**src/rtl/i2c_cmd_pkg.sv**
```systemverilog
// -----------------------------------------------------------------------------
// i2c_cmd_pkg
// Shared definitions for the I2C command-port arbiter and its requesters.
//   - arb_state_e   : arbiter FSM states (IDLE / ISSUE / GAP)
//   - CMD_ADDR_*    : command-port addresses used by requesters
//   - CMD_I2C_*     : I2C sub-command byte carried in cmd_data[31:24]
//   - rr_next()     : wrap-around increment of a requester index
// -----------------------------------------------------------------------------
package i2c_cmd_pkg;

    typedef enum logic [1:0] {
        IDLE  = 2'd0,
        ISSUE = 2'd1,
        GAP   = 2'd2
    } arb_state_e;

    localparam logic [5:0] CMD_ADDR_I2C  = 6'h3d;
    localparam logic [5:0] CMD_ADDR_GEN  = 6'h00;
    localparam logic [7:0] CMD_I2C_WRITE = 8'h06;

    // Next requester index after idx, wrapping at n.
    function automatic logic [2:0] rr_next(input logic [2:0] idx, input int unsigned n);
        logic [2:0] nxt;
        if (idx == 3'(n - 1)) begin
            nxt = 3'd0;
        end else begin
            nxt = idx + 3'd1;
        end
        return nxt;
    endfunction

endpackage

```
**src/rtl/i2c_cmd_arb_rr_pick.sv**
```systemverilog
// -----------------------------------------------------------------------------
// rr_pick
// Combinational round-robin selector: returns the first set request at or
// after the pointer, wrapping modulo NREQ.
//   i_req   [NREQ-1:0] : request vector
//   i_ptr   [2:0]      : highest-priority index this round (must be < NREQ)
//   o_found            : at least one request is set
//   o_idx   [2:0]      : selected index (0 when nothing found)
// -----------------------------------------------------------------------------
module rr_pick
    import i2c_cmd_pkg::*;
#(
    parameter int NREQ = 3
) (
    input  logic [NREQ-1:0] i_req,
    input  logic [2:0]      i_ptr,
    output logic            o_found,
    output logic [2:0]      o_idx
);

    // Padding to 8 entries lets a 3-bit index address the vector for any NREQ.
    logic [7:0] w_req8;
    logic [3:0] w_cand;

    assign w_req8 = 8'(i_req);

    // Scan NREQ candidate slots starting at the pointer; first hit wins.
    always_comb begin
        o_found = 1'b0;
        o_idx   = 3'd0;
        w_cand  = 4'd0;
        for (int k = 0; k < NREQ; k++) begin
            w_cand = {1'b0, i_ptr} + 4'(k);
            // ptr < NREQ, so one subtraction always folds back into range.
            if (w_cand >= 4'(NREQ)) begin
                w_cand = w_cand - 4'(NREQ);
            end else begin
                w_cand = w_cand;
            end
            if (!o_found && w_req8[w_cand[2:0]]) begin
                o_found = 1'b1;
                o_idx   = w_cand[2:0];
            end else begin
                o_found = o_found;
                o_idx   = o_idx;
            end
        end
    end

endmodule

```
**src/rtl/i2c_cmd_arb.sv**
```systemverilog
// -----------------------------------------------------------------------------
// i2c_cmd_arb
// Round-robin arbiter sharing one I2C command slave port among NREQ
// requesters. One request is latched per grant and held on cmd_* until the
// downstream acknowledges it or the timeout drops it; a hold-off gap then
// separates consecutive grants so downstream busy status can settle.
// Ports:
//   clk, rst_n             : clock, synchronous active-low reset
//   req_addr/data/rqst     : per-requester command (slice i = requester i)
//   req_ack / req_nak      : one-cycle accept / timeout-drop pulses
//   cmd_addr/data/rqst     : command to the I2C command port
//   cmd_ack                : acknowledge from the command port
//   grant_valid            : a command is currently held
//   grant_idx              : index of the current or most recent grant
// All outputs are registered.
// -----------------------------------------------------------------------------
module i2c_cmd_arb
    import i2c_cmd_pkg::*;
#(
    parameter int NREQ    = 3,
    parameter int TIMEOUT = 4096,
    parameter int HOLDOFF = 4
) (
    input  logic                 clk,
    input  logic                 rst_n,
    input  logic [6*NREQ-1:0]    req_addr,
    input  logic [32*NREQ-1:0]   req_data,
    input  logic [NREQ-1:0]      req_rqst,
    output logic [NREQ-1:0]      req_ack,
    output logic [NREQ-1:0]      req_nak,
    output logic [5:0]           cmd_addr,
    output logic [31:0]          cmd_data,
    output logic                 cmd_rqst,
    input  logic                 cmd_ack,
    output logic                 grant_valid,
    output logic [2:0]           grant_idx
);

    arb_state_e       r_state, w_state_nxt;
    logic [15:0]      r_timer, w_timer_nxt;
    logic [7:0]       r_hold, w_hold_nxt;
    logic [2:0]       r_ptr, w_ptr_nxt;
    logic [5:0]       r_cmd_addr, w_cmd_addr_nxt;
    logic [31:0]      r_cmd_data, w_cmd_data_nxt;
    logic             r_cmd_rqst, w_cmd_rqst_nxt;
    logic             r_grant_valid, w_grant_valid_nxt;
    logic [2:0]       r_grant_idx, w_grant_idx_nxt;
    logic [NREQ-1:0]  r_req_ack, w_req_ack_nxt;
    logic [NREQ-1:0]  r_req_nak, w_req_nak_nxt;

    logic             w_found;
    logic [2:0]       w_pick;
    logic [7:0]       w_grant_1h8;
    logic [NREQ-1:0]  w_grant_1h;
    logic [5:0]       w_addr_arr [8];
    logic [31:0]      w_data_arr [8];

    // Unpack the flat requester buses into 8-entry arrays (unused slots 0).
    for (genvar gi = 0; gi < 8; gi++) begin : g_slot
        if (gi < NREQ) begin : g_used
            assign w_addr_arr[gi] = req_addr[6*gi +: 6];
            assign w_data_arr[gi] = req_data[32*gi +: 32];
        end else begin : g_unused
            assign w_addr_arr[gi] = 6'd0;
            assign w_data_arr[gi] = 32'd0;
        end
    end

    assign w_grant_1h8 = 8'd1 << r_grant_idx;
    assign w_grant_1h  = w_grant_1h8[NREQ-1:0];

    rr_pick #(
        .NREQ (NREQ)
    ) u_rr_pick (
        .i_req   (req_rqst),
        .i_ptr   (r_ptr),
        .o_found (w_found),
        .o_idx   (w_pick)
    );

    // Next-state and next-output logic of the grant FSM.
    always_comb begin
        w_state_nxt       = r_state;
        w_timer_nxt       = r_timer;
        w_hold_nxt        = r_hold;
        w_ptr_nxt         = r_ptr;
        w_cmd_addr_nxt    = r_cmd_addr;
        w_cmd_data_nxt    = r_cmd_data;
        w_cmd_rqst_nxt    = r_cmd_rqst;
        w_grant_valid_nxt = r_grant_valid;
        w_grant_idx_nxt   = r_grant_idx;
        w_req_ack_nxt     = {NREQ{1'b0}};
        w_req_nak_nxt     = {NREQ{1'b0}};
        case (r_state)
            IDLE: begin
                if (w_found) begin
                    w_cmd_addr_nxt    = w_addr_arr[w_pick];
                    w_cmd_data_nxt    = w_data_arr[w_pick];
                    w_cmd_rqst_nxt    = 1'b1;
                    w_grant_valid_nxt = 1'b1;
                    w_grant_idx_nxt   = w_pick;
                    w_timer_nxt       = 16'd0;
                    w_state_nxt       = ISSUE;
                end else begin
                    w_state_nxt = IDLE;
                end
            end
            ISSUE: begin
                // Ack is tested first so it wins over a coinciding timeout.
                if (cmd_ack) begin
                    w_req_ack_nxt     = w_grant_1h;
                    w_cmd_rqst_nxt    = 1'b0;
                    w_grant_valid_nxt = 1'b0;
                    w_ptr_nxt         = rr_next(r_grant_idx, NREQ);
                    w_hold_nxt        = 8'd0;
                    w_state_nxt       = GAP;
                end else if (r_timer == 16'(TIMEOUT - 1)) begin
                    w_req_nak_nxt     = w_grant_1h;
                    w_cmd_rqst_nxt    = 1'b0;
                    w_grant_valid_nxt = 1'b0;
                    w_ptr_nxt         = rr_next(r_grant_idx, NREQ);
                    w_hold_nxt        = 8'd0;
                    w_state_nxt       = GAP;
                end else if (r_timer != 16'hffff) begin
                    w_timer_nxt = r_timer + 16'd1;
                end else begin
                    w_timer_nxt = r_timer;
                end
            end
            GAP: begin
                if (r_hold == 8'(HOLDOFF - 1)) begin
                    w_state_nxt = IDLE;
                end else begin
                    w_hold_nxt = r_hold + 8'd1;
                end
            end
            default: begin
                w_state_nxt       = IDLE;
                w_cmd_rqst_nxt    = 1'b0;
                w_grant_valid_nxt = 1'b0;
            end
        endcase
    end

    // State and output registers with synchronous reset.
    always_ff @(posedge clk) begin
        if (!rst_n) begin
            r_state       <= IDLE;
            r_timer       <= 16'd0;
            r_hold        <= 8'd0;
            r_ptr         <= 3'd0;
            r_cmd_addr    <= 6'd0;
            r_cmd_data    <= 32'd0;
            r_cmd_rqst    <= 1'b0;
            r_grant_valid <= 1'b0;
            r_grant_idx   <= 3'd0;
            r_req_ack     <= {NREQ{1'b0}};
            r_req_nak     <= {NREQ{1'b0}};
        end else begin
            r_state       <= w_state_nxt;
            r_timer       <= w_timer_nxt;
            r_hold        <= w_hold_nxt;
            r_ptr         <= w_ptr_nxt;
            r_cmd_addr    <= w_cmd_addr_nxt;
            r_cmd_data    <= w_cmd_data_nxt;
            r_cmd_rqst    <= w_cmd_rqst_nxt;
            r_grant_valid <= w_grant_valid_nxt;
            r_grant_idx   <= w_grant_idx_nxt;
            r_req_ack     <= w_req_ack_nxt;
            r_req_nak     <= w_req_nak_nxt;
        end
    end

    assign req_ack     = r_req_ack;
    assign req_nak     = r_req_nak;
    assign cmd_addr    = r_cmd_addr;
    assign cmd_data    = r_cmd_data;
    assign cmd_rqst    = r_cmd_rqst;
    assign grant_valid = r_grant_valid;
    assign grant_idx   = r_grant_idx;

endmodule
```
**config.mk**
```make
export PLATFORM = sky130hd
export DESIGN_NAME = i2c_cmd_arb
export DESIGN_NICKNAME = d
export VERILOG_FILES = /design/src/rtl/i2c_cmd_pkg.sv /design/src/rtl/i2c_cmd_arb_rr_pick.sv /design/src/rtl/i2c_cmd_arb.sv
export SDC_FILE = /design/constraint.sdc
export NUM_CORES = 1
export LEC_CHECK = 0
export BUFFER_PORTS_ARGS = -buffer_cell sky130_fd_sc_hd__buf_2
export CAP_MARGIN = 20
export CORE_ASPECT_RATIO = 0.6
export CORE_MARGIN = 1.5
export CORE_UTILIZATION = 50
export CTS_BUF_LIST = sky130_fd_sc_hd__clkbuf_8
export CTS_CLUSTER_SIZE = 12
export DETAILED_ROUTE_END_ITERATION = 8
export GPL_TIMING_DRIVEN = 0
export PLACE_DENSITY = 0.91
export SYNTH_ARGS = -nofsm -noshare
export SYNTH_HDL_FRONTEND = slang
export SYNTH_SLANG_ARGS = --single-unit
```
**constraint.sdc**
```tcl
create_clock -name clk -period 3 [get_ports clk]
set_input_delay 0.15 -clock clk [delete_from_list [all_inputs] [get_ports clk]]
set_output_delay 0.15 -clock clk [all_outputs]
set_load 0.05 [all_outputs]
```
==> results of run 1 <==
## final cells by class
cell class	instances	area (sq um)	share of cell area, %
Inverter	15	60.1	1.01
Sequential cell	77	1550	26.0
Buffer	36	238	3.99
Timing Repair Buffer	178	941	15.8
Tap cell	112	140	2.35
Clock inverter	3	65.1	1.09
Multi-Input combinational cell	378	2780	46.7
Clock buffer	13	179	3.00
## per-layer routing
metal | vias to the layer above | global-route usage (%) | routed length, microns
met4 | 0 | 10.5 | 380
met2 | 378 | 53.4 | 7300
met3 | 52 | 10.9 | 1770
met5 | - | 0 | 0
met1 | 2404 | 40.1 | 6320
li1 | 2253 | - | -
## how the worst max path moves through the flow
| stage | to | slack, ns | cells past startpoint |
|---|---|---|---|
| after floorplan | cmd_addr[0] | 0.32 | 12 |
| after global placement | cmd_addr[0] | -0.25 | 12 |
| after detailed placement | cmd_addr[1] | -0.39 | 12 |
| after CTS | cmd_addr[1] | -0.02 | 9 |
| after global routing | cmd_data[9] | -0.16 | 10 |
| final | cmd_data[9] | -0.07 | 10 |
## flip-flops by register name, indices dropped and copies added, names as in the netlist
signal	flops
cmd_data	32
r_timer	16
r_hold	8
cmd_addr	6
grant_idx	3
r_ptr	3
req_ack	3
req_nak	3
r_state	2
grant_valid	1
## power groups by stage
| stage | Sequential, mW | Clock, mW | Combinational, mW |
|---|---|---|---|
| final | 1.46 | 0.965 | 4.81 |
| after global routing | 1.47 | 1.00 | 5.05 |
| after CTS | 1.44 | 0.955 | 4.13 |
| after detailed placement | 1.45 | 0 | 3.99 |
| after global placement | 1.44 | 0 | 3.86 |
| after floorplan | 2.16 | 0 | 2.29 |
## worst reg2reg max path: cells and delay by family, from the launching register on
kind / cells / cell delay [ns]
AOI/OAI and AO/OA: 6 / 1.69
adders and majority gates: 2 / 0.42
DFF: 1 / 0.38
buffers and inverters: 1 / 0.26
and+or+nand+nor: 1 / 0.23
## cell families after synthesis
group | synth area share, %
xor+xnor | 2.61
buf+inv | 5.50
fa+ha+maj | 2.58
simple gates | 20.4
mux | 11.9
compound gates | 21.7
flops | 35.3
## metrics by stage
step / power [mW] / hold WS (ns) / worst slack (ns) / std cells
floorplan: 4.45 / 0.327 / 0.323 / 505
global placement: 5.29 / 0.435 / -0.246 / 785
detailed placement: 5.44 / 0.441 / -0.393 / 785
CTS: 6.52 / 0.0585 / -0.0220 / 801
global route: 7.53 / 0.0681 / -0.156 / 812
finish: 7.23 / 0.0646 / -0.0722 / 812
## cell usage in the layout, fill, tap and decap left out, types with 4 or more instances in the layout
cell and count:
nor2_1 28, o2111ai_2 4, o31ai_1 4, nand4_1 9, inv_1 13, nand3_1 25
nor3_1 37, a211oi_1 22, a211oi_2 21, buf_6 7, nand3b_1 7, and2_1 4
nor4_1 4, clkbuf_2 8, dfxtp_1 74, mux2i_1 48, xor2_1 8, clkbuf_4 5
buf_2 170, and3_1 4, nor3_2 6, nand2_1 22, clkbuf_1 9, or3_1 8
clkbuf_8 13, buf_4 13, xnor2_1 5, a21oi_1 12, ha_1 7, o21ai_0 46
nand2b_1 7
## timing repair
item | 4_1_cts | 5_1_grt
gates cloned | 0 | 1
gates resized for setup | 15 | 61
pin swaps | 2 | 6
hold buffers | 0 | 0
endpoints found under the setup margin | 58 | 59
setup buffers | 0 | 10
==> impl_metrics.yaml, run 1 <==
critical_path:
  crit_type: "reg2reg"
  crit_buf_inv: 1
  crit_family: "compound AO/OA/AOI/OAI gates"
  worstPathArrival_ns: 3.33
  timing.rr.end: "cmd_data[9]"
  ff2ff_setup_slack_ns: -0.07
  r2r-start: "r_ptr[0]"
  ff2ff_path_depth: 10
  crit_chain: "ha_1, ha_2, a211o_1, a211oi_1, o21ai_2, nand2_1, o21a_2, clkbuf_2, o21ai_0, a211oi_1"
  crit_path_frequent_cell: "a211oi_1"
  slowest_delay_ns: 0.48
  crit_slowest_cell: "a211oi_1"
  worstPathMaxFanout: 10
  crit_required_ns: 3.26
  startpoint_type: "register"
  end_kind: "register"
  crit_start: "r_ptr[0]"
clocking:
  clock_path_buffers: 2
  clock_latency_ns: 0.38
  cts.sinks: 77
  cts_root_buffer: "clkbuf_8"
  numCtsBuffers: 9
  htree_levels: 3
  cts_tree: "done"
  path_clk_slew_ns: 0.08
floorplan:
  die-area_sq_um: 9330
  core_area_sq_um: 8490
  die_y_microns: 75.4
  die_w_microns: 124
  io-pin-count: 169
  start_util_pct: 51.5
  num_rows: 26
global_route:
  grt_pass1_wl_mm: 22.9
  antenna_found_initial: 0
  grt_max_degree: 13
  track_usage_pct: 32.2
  overflow: 0
  grt_pass1_vias: 4666
status:
  status: "complete, but fails checks"
  violations: "negative setup slack"
timing:
  clock.fmax_ghz: 0.326
  setup_slack_ns: -0.0722
  final.setup_skew_ns: 0.0148
  final.setup.tns_ns: -0.108
  slew_violations: 0
  slew_headroom_pct: 55.6
  final-hold-violation-count: 0
  finalSetupViolations: 5
  fin_crit_ns: 3.07
  finalCritPeriodShare_pct: 102
  tightestPinTransition_ns: 0.661
hold_path:
  hold_path.class: "in2reg"
  min_to: "cmd_data[24]"
  hold_start: "req_data[88]"
  whs_path_depth: 3
route:
  vias: 5087
  vias_per_cell: 6.26
  drcViolationCount: 0
  drt_iter0_drc: 760
  drtPass1Iterations: 5
  ant_nets: 0
  drt-total-wl_mm: 15.8
  post_drt_wl_per_cell_microns: 19.4
synth:
  ys_async_sr_fraction_pct: 0
  seq_area_frac_synth_pct: 35.3
  synth_flop_cell: "dfxtp_1"
  synth-edff-count: 0
  syn_inst: 505
  synth_most_common_cell: "dfxtp_1"
  synth_cell_types: 49
  syn_nets: 634
  yosysWarnings: 0
  synth_top_area_share_pct: 35.3
  synth_top_area_cell: "dfxtp_1"
  ys_top_cells_by_area: "dfxtp_1, mux2i_1, a211oi_2"
  synth_area_sq_um: 4370
  synth_commonest_cells: "dfxtp_1, mux2i_1, o21ai_0, nor3_1, nor2_1"
  avgSynthCellArea_sq_um: 8.65
  postSynthRegisterBits: 77
cells_and_area:
  layout-drive-gt1-share_pct: 40.0
  fill_cells: 631
  num-nets-final: 824
  diodes: 0
  fin_util_pct: 70.1
  area_delta_synth_final_pct: 36.3
  final_area_sq_um: 5950
power_and_ir_drop:
  p_seq_share_pct: 20.1
  p_sw_mw: 3.74
  p_sw_share_pct: 51.7
  p_comb_share_pct: 66.5
  peakVddDrop_v: 0.000739
  powerDensity_nw_per_um2: 1210
  p_int_mw: 3.49
  power_leakage_nw: 2.46
  clkPwrFrac_pct: 13.3
flow_run:
  cap_viol_max_count: 0
placement:
  port_buffers: 168
  place.gp.congestion: 0.981
  placed_cell_area_sq_um: 5350
  dpl.hpwl_mm: 10.9
Power figures use the tool's default switching activity.
==> run 2: changes to the inputs <==
--- a/config.mk
+++ b/config.mk
@@ -9,12 +9,12 @@
 export CAP_MARGIN = 20
 export CORE_ASPECT_RATIO = 0.6
 export CORE_MARGIN = 1.5
-export CORE_UTILIZATION = 50
+export CORE_UTILIZATION = 51
 export CTS_BUF_LIST = sky130_fd_sc_hd__clkbuf_8
 export CTS_CLUSTER_SIZE = 12
 export DETAILED_ROUTE_END_ITERATION = 8
 export GPL_TIMING_DRIVEN = 0
-export PLACE_DENSITY = 0.91
+export PLACE_DENSITY = 0.92
 export SYNTH_ARGS = -nofsm -noshare
 export SYNTH_HDL_FRONTEND = slang
 export SYNTH_SLANG_ARGS = --single-unit
==> constraint.sdc (replaced) <==
create_clock -name clk -period 3.4 [get_ports clk]
set_input_delay 0.17 -clock clk [delete_from_list [all_inputs] [get_ports clk]]
set_output_delay 0.17 -clock clk [all_outputs]
set_load 0.05 [all_outputs]
==> impl_metrics.yaml, run 2 (synthesis results as in run 1) <==
status:
  status: "complete, no violations"
flow_run:
  cap_viol_max_count: 0
critical_path:
  path_depth: 10
  crit_path_frequent_cell: "ha_1"
  crit_buf_inv: 1
  ff2ff_setup_slack_ns: 0.17
  crit_chain: "ha_1, ha_1, nor2b_1, o21ai_0, a31oi_2, o211ai_2, o21ai_1, clkbuf_1, o2111ai_1, o31ai_1"
  worstPathArrival_ns: 3.50
  slowest_delay_ns: 0.47
  startpoint_type: "register"
  crit_type: "reg2reg"
  timing.rr.end: "r_timer[9]"
  crit_required_ns: 3.67
  r2r-start: "r_ptr[1]"
  end_kind: "register"
  crit_slowest_cell: "o21ai_1"
  worstPathMaxFanout: 10
  crit_family: "compound AO/OA/AOI/OAI gates"
  ff2ff_path_depth: 10
floorplan:
  die-area_sq_um: 9150
  core_area_sq_um: 8100
  io-pin-count: 169
  die_w_microns: 122
  die_y_microns: 74.7
  start_util_pct: 53.9
  num_rows: 25
placement:
  place.gp.congestion: 0.976
  dpl.hpwl_mm: 10.6
  dp.cells: 781
  port_buffers: 168
global_route:
  overflow: 0
  track_usage_pct: 32.0
  grt_pass1_vias: 4694
  grt_pass1_wl_mm: 22.5
  antenna_found_initial: 0
  grt_max_degree: 14
cells_and_area:
  diodes: 0
  num-nets-final: 813
  seqCellArea_sq_um: 1540
  final_cell_mix: "buf_2, dfxtp_1, mux2i_1"
  fill_cells: 619
  mostFrequentLayoutCell: "buf_2"
  area_delta_synth_final_pct: 27.0
  layout-drive-gt1-share_pct: 34.0
  largest_reg_flops: 32
  multi_input_area_sq_um: 2610
  final_cell_count_no_fill: 797
  fin_util_pct: 68.5
timing:
  slew_headroom_pct: 55.7
  finalCritPeriodShare_pct: 95.1
  tightestPinTransition_ns: 0.660
  final-hold-violation-count: 0
  finalSetupViolations: 0
  final.setup.tns_ns: 0
  clock.fmax_ghz: 0.309
  fin_crit_ns: 3.23
  final.setup_skew_ns: 0.0151
  slew_violations: 0
power_and_ir_drop:
  p_seq_share_pct: 22.9
  p_sw_mw: 2.98
  peakVddDrop_v: 0.000610
  p_int_mw: 2.53
  powerDensity_nw_per_um2: 993
  p_sw_share_pct: 54.1
  power_leakage_nw: 2.31
  clkPwrFrac_pct: 11.5
  p_comb_share_pct: 65.6
clocking:
  cts_root_buffer: "clkbuf_8"
  numCtsBuffers: 9
  clock_latency_ns: 0.37
  cts_tree: "done"
  clock_path_buffers: 2
  cts.sinks: 77
  path_clk_slew_ns: 0.09
  htree_levels: 3
  cts_setup_buffers: 0
route:
  drt-total-wl_mm: 14.0
  vias_per_cell: 6.00
  vias: 4779
  drcViolationCount: 0
  drt_iter0_drc: 487
  drtPass1Iterations: 7
  post_drt_wl_per_cell_microns: 17.5
  ant_nets: 0
hold_path:
  whs_path_depth: 3
  hold_start: "req_data[92]"
  min_to: "cmd_data[28]"
  hold_path.class: "in2reg"
-- run 2: worst max path at each step --
stage,endpoint,startpoint
2_1_floorplan,cmd_addr[0],r_ptr[0]
3_3_place_gp,cmd_data[30],r_ptr[0]
3_5_place_dp,grant_idx[1],r_ptr[0]
4_1_cts,cmd_addr[3],r_ptr[0]
5_1_grt,r_timer[9],r_ptr[1]
6_report,r_timer[9],r_ptr[1]
-- run 2: routing by layer --
metal	share of wire [%]	track usage [%]
met3	9.0	9.24
met5	0	0
met4	3.4	17.6
met2	46	51.3
met1	41	39.8
-- run 2: worst reg2reg max path: stages, from the launching register on --
cell and delay, ns:
dfxtp_1 0.39, ha_1 0.21, ha_1 0.40, nor2b_1 0.24, o21ai_0 0.13, a31oi_2 0.36
o211ai_2 0.18, o21ai_1 0.47, clkbuf_1 0.46, o2111ai_1 0.18, o31ai_1 0.11
-- run 2: what timing repair did --
action | in CTS | in global routing
hold endpoints to repair | 0 | 0
gates resized for setup | 0 | 9
hold buffers | 0 | 0
setup endpoints to repair | 0 | 51
-- run 2: layout make-up --
type | instances | share of cell area (%)
multi-input combinational | 377 | 47.0
buffer | 36 | 3.41
sequential | 77 | 27.8
tap | 108 | 2.44
clock buffer | 10 | 2.48
timing repair buffer | 168 | 15.2
clock inverter | 6 | 0.699
inverter | 15 | 1.01
-- run 2: power groups by stage --
stage / registers, mW / clock network (mW) / logic [mW]
2_1_floorplan: 1.90 / 0 / 2.02
3_3_place_gp: 1.27 / 0 / 3.41
3_5_place_dp: 1.27 / 0 / 3.51
4_1_cts: 1.25 / 0.638 / 3.53
5_1_grt: 1.28 / 0.681 / 3.86
6_report: 1.26 / 0.635 / 3.61
-- run 2: metrics by stage --
step	worst slack, ns	power [mW]	hold slack, ns	cell area (sq um)
5_1_grt	-0.0278	5.83	0.0869	5550
3_5_place_dp	0.177	4.78	0.462	5350
2_1_floorplan	0.723	3.92	0.347	4370
6_report	0.167	5.51	0.0850	5550
3_3_place_gp	0.185	4.68	0.455	5350
4_1_cts	0.0784	5.42	0.0763	5520
==> run 3: changes to the inputs <==
--- a/config.mk
+++ b/config.mk
@@ -5,11 +5,12 @@
 export SDC_FILE = /design/constraint.sdc
 export NUM_CORES = 1
 export LEC_CHECK = 0
+export ABC_AREA = 1
 export BUFFER_PORTS_ARGS = -buffer_cell sky130_fd_sc_hd__buf_2
 export CAP_MARGIN = 20
 export CORE_ASPECT_RATIO = 0.6
 export CORE_MARGIN = 1.5
-export CORE_UTILIZATION = 51
+export CORE_UTILIZATION = 52
 export CTS_BUF_LIST = sky130_fd_sc_hd__clkbuf_8
 export CTS_CLUSTER_SIZE = 12
 export DETAILED_ROUTE_END_ITERATION = 8
==> impl_metrics.yaml, run 3 <==
status:
  status: "complete, no violations"
floorplan:
  io-pin-count: 169
  die-area_sq_um: 9910
  die_w_microns: 127
  core_area_sq_um: 9090
  die_y_microns: 77.7
  num_rows: 27
  start_util_pct: 53.2
timing:
  final.setup.tns_ns: 0
  final.setup_skew_ns: 0.0138
  fin_crit_ns: 2.92
  final-hold-violation-count: 0
  slew_headroom_pct: 55.6
  finalSetupViolations: 0
  finalCritPeriodShare_pct: 86.0
  rsz0062_at_grt: "no"
  clock.fmax_ghz: 0.342
  tightestPinTransition_ns: 0.667
  slew_violations: 0
synth:
  synth-edff-count: 0
  synthAdderAreaFrac_pct: 2.33
  synth_top_area_share_pct: 31.9
  yosysWarnings: 0
  synthMuxAreaShare_pct: 0
  synth_flop_cell: "dfxtp_1"
  synth-xor-area-share_pct: 1.99
  synth_cell_types: 41
  syn_inst: 725
  synth_most_common_cell: "nand2_1"
  synth_commonest_cells: "nand2_1, nand3_1, inv_1, a21oi_1, dfxtp_1"
  synth_area_sq_um: 4840
  synth_top_family_by_area: "simple AND/OR/NAND/NOR gates"
  synth_top_area_cell: "dfxtp_1"
  synthSimpleGateAreaFrac_pct: 39.4
  seq_area_frac_synth_pct: 31.9
  postSynthRegisterBits: 77
  synth_compound_area_share_pct: 12.9
  ys_async_sr_fraction_pct: 0
  syn_nets: 854
  avgSynthCellArea_sq_um: 6.67
  ys_top_cells_by_area: "dfxtp_1, nand2_1, nand3_1"
cells_and_area:
  num-nets-final: 1032
  fill_cells: 803
  final_cell_mix: "buf_2, nand2_1, nand3_1"
  final_cell_count_no_fill: 1024
  largest_reg_flops: 32
  diodes: 0
  area_delta_synth_final_pct: 24.3
  fin_util_pct: 66.1
  layout-drive-gt1-share_pct: 27.0
  mostFrequentLayoutCell: "buf_2"
clocking:
  cts_root_buffer: "clkbuf_8"
  clock_path_buffers: 2
  clock_latency_ns: 0.36
  cts.sinks: 77
  htree_levels: 3
  cts.repair.resized: 0
  cts_tree: "done"
  holdBufCountCts: 0
  path_clk_slew_ns: 0.09
  numCtsBuffers: 9
  cts_setup_buffers: 0
critical_path:
  crit_chain: "inv_2, ha_1, inv_1, nand2_1, nand2_1, a21oi_2, nand2_2, nand3_1, nand2_2, inv_2, clkbuf_1, o21ai_0, a21oi_1"
  worstPathArrival_ns: 3.22
  crit_slowest_cell: "dfxtp_1"
  end_kind: "register"
  startpoint_type: "register"
  slowest_delay_ns: 0.46
  worstPathMaxFanout: 10
  crit_type: "reg2reg"
  crit_required_ns: 3.70
route:
  drt-total-wl_mm: 14.5
  vias_per_cell: 5.37
  vias: 5498
  drt_iter0_drc: 543
  ant_nets: 0
  drtPass1Iterations: 6
  post_drt_wl_per_cell_microns: 14.1
  drcViolationCount: 0
placement:
  dp.cells: 1008
  port_buffers: 167
  place.gp.congestion: 1.01
  dpl.hpwl_mm: 10.9
power_and_ir_drop:
  p_total_mw: 6.48
  peakVddDrop_v: 0.000612
  power_leakage_nw: 2.96
  powerDensity_nw_per_um2: 1080
global_route:
  grt_pass1_wl_mm: 23.3
  grt_pass1_vias: 4920
  grt_max_degree: 13
  overflow: 0
  antenna_found_initial: 0
  track_usage_pct: 29.4
hold_path:
  hold_path.class: "in2reg"
flow_run:
  cap_viol_max_count: 0
run 3: report_power, final:
group / leakage, nW / internal, mW / switching (mW)
Clock: 0.105 / 0.352 / 0.341
Sequential: 0.631 / 1.12 / 0.137
Combinational: 2.23 / 1.40 / 3.13
Total: 2.96 / 2.87 / 3.61
run 3: logic make-up (layout without fill, tap and decap cells):
logic type,count (synthesis),count (layout)
flops,77,77
fa+ha+maj,9,9
xor+xnor,11,11
simple gates,382,382
buf+inv,128,311
compound gates,118,118
run 3: path summary, 6_finish.rpt:
| kind | start | end | slack (ns) | depth (start not counted) |
|---|---|---|---|---|
| hold / removal | req_data[92] | cmd_data[28] | 0.09 | 3 |
| setup / recovery | r_ptr[0] | cmd_addr[5] | 0.48 | 13 |
| hold reg to reg | r_timer[15] | r_timer[15] | 0.48 | 2 |
| setup reg to reg | r_ptr[0] | cmd_addr[5] | 0.48 | 13 |
run 3: per-stage QoR:
step | worst slack (ns) | area, sq um | hold WS [ns]
2_1_floorplan | 1.12 | 4840 | 0.356
3_3_place_gp | 0.609 | 5820 | 0.458
3_5_place_dp | 0.600 | 5820 | 0.467
4_1_cts | 0.552 | 6010 | 0.0847
5_1_grt | 0.246 | 6010 | 0.0893
6_report | 0.475 | 6010 | 0.0922
run 3: critical path, delay by kind of cell (launching register included):
family / cells / cell delay [ns]
AO/OA/AOI/OAI: 3 / 0.51
adder cells (fa/ha/maj): 1 / 0.41
buffers and inverters: 4 / 0.86
flip-flops: 1 / 0.46
AND/OR/NAND/NOR: 5 / 0.60
run 3: final cells by class:
| cell class | instances | area, sq um | area share, % |
|---|---|---|---|
| Buffer | 38 | 220 | 3.66 |
| Multi-Input combinational cell | 520 | 2740 | 45.5 |
| Tap cell | 116 | 145 | 2.42 |
| Clock inverter | 6 | 55.1 | 0.916 |
| Clock buffer | 10 | 138 | 2.29 |
| Timing Repair Buffer | 167 | 836 | 13.9 |
| Sequential cell | 77 | 1540 | 25.7 |
| Inverter | 90 | 338 | 5.62 |
run 3: routing by layer:
layer  part of all wire (%)  up-vias  track usage [%]
li1                       -     2728                -
met1                     45     2473             40.1
met2                     44      279             44.4
met3                    9.4       18             9.38
met4                    1.4        0             8.18
met5                      0        -                0
